`src/rtl/acorn_ct_tag_collector.sv`:
```
// ACORN-128 ciphertext/tag collector: XORs plaintext with keystream into
// a 128-bit ciphertext, captures the final keystream bits as the tag.
module acorn_ct_tag_collector #(
  parameter int IDX_W     = 12,
  parameter int CT_START  = 384,
  parameter int CT_LEN    = 128,
  parameter int TAG_START = 1408
) (
  input  logic             clk,
  input  logic             rst,
  input  logic             start,
  input  logic             step_valid,
  input  logic [IDX_W-1:0] step_idx,
  input  logic             ks_bit,
  input  logic             mbit_in,
  output logic [127:0]     ct_data,
  output logic [127:0]     tag_data,
  output logic             out_valid,
  input  logic             out_ready,
  output logic             busy,
  output logic             err_seq
);

  typedef enum logic [2:0] {
    S_IDLE,
    S_CT_WAIT,
    S_CT_COLLECT,
    S_TAG_WAIT,
    S_TAG_COLLECT,
    S_HOLD
  } state_t;

  localparam logic [IDX_W-1:0] LP_CT0  = IDX_W'(CT_START);
  localparam logic [IDX_W-1:0] LP_TAG0 = IDX_W'(TAG_START);
  localparam logic [7:0] LP_CT_LAST    = 8'(CT_LEN - 1);
  localparam logic [7:0] LP_TAG_LAST   = 8'd127;

  state_t             r_state;
  logic [127:0]       r_ct;
  logic [127:0]       r_tag;
  logic               r_valid;
  logic               r_busy;
  logic               r_err;
  logic [7:0]         r_cnt;

  logic [IDX_W-1:0]   w_base;
  logic [IDX_W-1:0]   w_exp;
  logic               w_hit;
  logic               w_ctb;

  // Index the current collect window expects next
  always_comb begin
    w_base = (r_state == S_TAG_COLLECT) ? LP_TAG0 : LP_CT0;
    w_exp  = w_base + IDX_W'(r_cnt);
    w_hit  = (step_idx == w_exp);
    w_ctb  = mbit_in ^ ks_bit;
  end

  always_ff @(posedge clk) begin
    if (!rst) begin
      r_state <= S_IDLE;
      r_ct    <= '0;
      r_tag   <= '0;
      r_valid <= 1'b0;
      r_busy  <= 1'b0;
      r_err   <= 1'b0;
      r_cnt   <= '0;
    end else if (start) begin
      r_state <= S_CT_WAIT;
      r_ct    <= '0;
      r_tag   <= '0;
      r_valid <= 1'b0;
      r_busy  <= 1'b1;
      r_err   <= 1'b0;
      r_cnt   <= '0;
    end else begin
      unique case (r_state)
        S_IDLE: ;
        S_CT_WAIT: begin
          if (step_valid) begin
            if (step_idx == LP_CT0) begin
              r_ct    <= {r_ct[126:0], w_ctb};
              r_cnt   <= 8'd1;
              r_state <= S_CT_COLLECT;
            end else if (step_idx > LP_CT0) begin
              r_err   <= 1'b1;
              r_busy  <= 1'b0;
              r_state <= S_IDLE;
            end
          end
        end
        S_CT_COLLECT: begin
          if (step_valid) begin
            if (w_hit) begin
              r_ct <= {r_ct[126:0], w_ctb};
              if (r_cnt == LP_CT_LAST) begin
                r_cnt   <= '0;
                r_state <= S_TAG_WAIT;
              end else begin
                r_cnt <= r_cnt + 8'd1;
              end
            end else begin
              r_err   <= 1'b1;
              r_busy  <= 1'b0;
              r_state <= S_IDLE;
            end
          end
        end
        S_TAG_WAIT: begin
          if (step_valid) begin
            if (step_idx == LP_TAG0) begin
              r_tag   <= {r_tag[126:0], ks_bit};
              r_cnt   <= 8'd1;
              r_state <= S_TAG_COLLECT;
            end else if (step_idx > LP_TAG0) begin
              r_err   <= 1'b1;
              r_busy  <= 1'b0;
              r_state <= S_IDLE;
            end
          end
        end
        S_TAG_COLLECT: begin
          if (step_valid) begin
            if (w_hit) begin
              r_tag <= {r_tag[126:0], ks_bit};
              if (r_cnt == LP_TAG_LAST) begin
                r_cnt   <= '0;
                r_valid <= 1'b1;
                r_state <= S_HOLD;
              end else begin
                r_cnt <= r_cnt + 8'd1;
              end
            end else begin
              r_err   <= 1'b1;
              r_busy  <= 1'b0;
              r_state <= S_IDLE;
            end
          end
        end
        S_HOLD: begin
          if (r_valid && out_ready) begin
            r_valid <= 1'b0;
            r_busy  <= 1'b0;
            r_state <= S_IDLE;
          end
        end
        default: r_state <= S_IDLE;
      endcase
    end
  end

  assign ct_data   = r_ct;
  assign tag_data  = r_tag;
  assign out_valid = r_valid;
  assign busy      = r_busy;
  assign err_seq   = r_err;

endmodule

```
`config.mk`:
```
export PLATFORM = sky130hd
export DESIGN_NAME = acorn_ct_tag_collector
export DESIGN_NICKNAME = d
export VERILOG_FILES = /design/src/rtl/acorn_ct_tag_collector.sv
export SDC_FILE = /design/constraint.sdc
export NUM_CORES = 1
export LEC_CHECK = 0
export ABC_AREA = 1
export CORE_ASPECT_RATIO = 0.8
export CORE_MARGIN = 4
export CORE_UTILIZATION = 49
export CTS_BUF_LIST = sky130_fd_sc_hd__clkbuf_16
export CTS_CLUSTER_DIAMETER = 100
export DETAILED_ROUTE_END_ITERATION = 10
export PLACE_DENSITY = 0.8
export SYNTH_ARGS = -nofsm -noshare
export SYNTH_HDL_FRONTEND = slang
export SYNTH_SLANG_ARGS = --single-unit
export TNS_END_PERCENT = 30
```
`constraint.sdc`:
```
create_clock -name clk -period 2.3 [get_ports clk]
set_input_delay 0.23 -clock clk [delete_from_list [all_inputs] [get_ports clk]]
set_output_delay 0.23 -clock clk [all_outputs]
set_load 0.02 [all_outputs]
```
==> impl_metrics.csv, run 1 <==
group,metric,value,unit
outcome,status,"finished clean",
floorplanning,io_pins,278,
cts,post_cts_resized,0,
floorplanning,floorplan.die.height,143,um
yosys,yosysTopAreaCell,"dfxtp_1",
sta,period_minus_slack,1.99,ns
setup_path,arrival,2.44,ns
yosys,synth.ff_latch_count,270,
yosys,syn_area,11100,um2
finish,mostFrequentLayoutCells,"544 x nor2_1, 342 x nand2_1, 277 x clkdlybuf4s50_1",
cts,path_clk_slew,0.06,ns
setup_path,crit_path_cell_trace,"nor2_4 > nand2_2 > nand2_1 > nand2_2 > nor2_4 > nand2_4 > nand2_2 > nand2_4 > clkinv_2 > buf_4 > nor2_1 > nor2_1",
detailed_routing,dr.first_iter.drc_count,718,
setup_path,reg2reg_from,"r_state[0]",
place,preCtsSetupSlack,0.0188,ns
min_path,hp-class,"input port to flip-flop",
yosys,synth_xor_area_share,0.157,%
global_route,antenna_found_initial,0,
yosys,synth_flop_cell,"dfxtp_1",
sta,slew_headroom,76.2,%
setup_path,slowest_delay,0.36,ns
yosys,synthesis.nets,1639,
sta,clock-skew-final,0.00909,ns
setup_path,start_kind,"flip-flop",
setup_path,crit_fanout,19,
sta,finalSetupTns,0,ns
setup_path,cpMostUsedCell,"nand2_2",
yosys,synthMuxAreaShare,0,%
sta,rsz0062_at_grt,"no",
sta,setup_viol_count_final,0,
floorplanning,die_area,25200,um2
sta,tightest_slew,0.356,ns
cts,holdBufCountCts,0,
cts,cts_buffers,27,
yosys,synth-seq-area-share,48.5,%
yosys,synth_fa_ha_area_share,0.112,%
job,drv_cap,0,
place,globalplace.congestion,0.933,
global_route,track_usage,22.2,%
global_route,grt_max_degree,86,
min_path,hold_depth,3,
cts,cts_num_sinks,270,
finish,layout_commonest_cell,"nor2_1",
finish,diodes,0,
place,hpwl,20.1,mm
yosys,synth-edff-count,0,
power_and_ir_drop,peakVddDrop,0.493,mV
min_path,hold_end,"tag_data[0]",
setup_path,slowest_stage,"dfxtp_1",
detailed_routing,drc,0,
yosys,synth_warnings,0,
finish,layout-drive-gt1-share,4.30,%
yosys,synthTopCellsByArea,"dfxtp_1 49%, nor2_1 18%, nand2_1 12%",
cts,clock-root-buffer,"clkbuf_16",
floorplanning,initial_core_util,49.6,%
yosys,avgSynthCellArea,6.88,um2
min_path,min_from,"ks_bit",
power_and_ir_drop,leakagePower,0.00681,uW
detailed_routing,wire_per_inst,13.2,um
setup_path,reg2reg_depth,12,
yosys,synth_top_family_by_area,"simple AND/OR/NAND/NOR gates",
setup_path,crit_start,"r_state[0]",
cts,cts_tree,"built",
yosys,synthSimpleGateAreaFrac,32.3,%
global_route,overflow,0,
detailed_routing,dr.pass1.iters,5,
sta,setup_slack,0.314,ns
yosys,synth_compound_area_share,7.36,%
sta,period_share,86.3,%
floorplanning,core,22400,um2
detailed_routing,vias,10400,
global_route,grt_pass1_vias,9532,
yosys,synth_cell_types,27,
detailed_routing,wirelength,28.8,mm
global_route,grt_pass1_wl,47.1,mm
setup_path,crit_path_end_kind,"flip-flop",
yosys,netlist_instances,1619,
floorplanning,num_rows,49,
finish,area_growth,33.7,%
finish,nNetsFinal,1884,
detailed_routing,detail_route.vias_per_cell,4.73,
yosys,synth_top_area_share,48.5,%
power_and_ir_drop,p_per_area,648,nW/um2
place,io_buffer_count,277,
detailed_routing,antenna_left,0,
floorplanning,die_x,177,um
sta,hold_violations,0,
yosys,async_flop_share,0,%
sta,final_max_slew_viol_count,0,
cts,worstSkewPairLatency,0.52,ns
setup_path,required,2.75,ns
cts,htree_levels,1,
sta,max_freq,504,MHz
setup_path,r2r-end,"ct_data[112]",
setup_path,crit_type,"flip-flop to flip-flop",
cts,clockBufferDepth,3,
setup_path,rrSetupSlack,0.31,ns
cts,cts_setup_buffers,0,
[power breakdown]
group          internal (uW)  switching (uW)
Sequential              4720            39.8
Clock                   2570            1770
Combinational            216             339
[how the worst max path moves through the flow]
stage	endpoint	slack (ns)
5_1_grt	ct_data[62]	0.15
3_3_place_gp	ct_data[7]	0.09
4_1_cts	ct_data[89]	0.33
6_report	ct_data[112]	0.31
2_1_floorplan	ct_data[0]	0.62
3_5_place_dp	ct_data[120]	0.02
[Yosys cell counts (5+ instances only)]
cell,n
nor2_1,545
nand2_1,342
dfxtp_1,270
inv_1,160
o21ai_0,136
clkbuf_1,39
a21oi_1,23
nand3_1,22
buf_6,17
buf_2,15
buf_12,11
inv_2,6
nand2_2,5
nand4_1,5
[layer usage]
layer  up-vias  share of wire, %  global-route usage (%)  routed length [um]
met1      4663                44                    29.4               12800
met5         -                 0                       0                   0
met2       285                45                    36.0               13000
met3        46               8.1                    6.43                2330
met4         0               2.5                    5.58                 717
li1       5359                 -                       -                   -
[registers in the layout, indices dropped and copies added (netlist names)]
register / count
r_state: 3
r_cnt: 8
err_seq: 1
tag_data: 128
out_valid: 1
ct_data: 128
busy: 1
[kinds of logic after synthesis]
logic type | count (synthesis)
AND/OR/NAND/NOR | 931
flip-flops | 270
buffers and inverters | 252
AO/OA/AOI/OAI | 163
XOR/XNOR | 2
adder cells (fa/ha/maj) | 1
[critical path, delay by kind of cell (launching register included)]
kind	cells	cell delay, ns
flip-flops	1	0.36
buffers and inverters	2	0.41
AND/OR/NAND/NOR	10	1.13
[area by class of cell]
cell class,instances,area (um2)
fillers,1898,7550
flip-flops and latches,270,5410
multi-input cells,1097,4470
repair buffers,302,3140
clock buffers,27,676
inverters,166,624
well taps,306,383
clock inverters,20,195
[stage by stage]
step           area (um2)  util [%]  hold WS [ns]  instances  power, uW
6_report            14900      66.4         0.357       2188       9650
2_1_floorplan       11100         -         0.365       1619       5220
4_1_cts             14900      66.4         0.341       2188       9750
3_3_place_gp        14000      62.5         0.438       2141       5410
5_1_grt             14900      66.4         0.363       2188      10000
3_5_place_dp        14000      62.5         0.441       2141       5420
Note: power is estimated with default switching activity, not from simulation.
==> inputs of run 2 (changes only) <==
Settings changed: SETUP_SLACK_MARGIN set to 0.15.
==> results of run 2 <==
The final DEF is identical to that of run 1; final timing and power are the same.
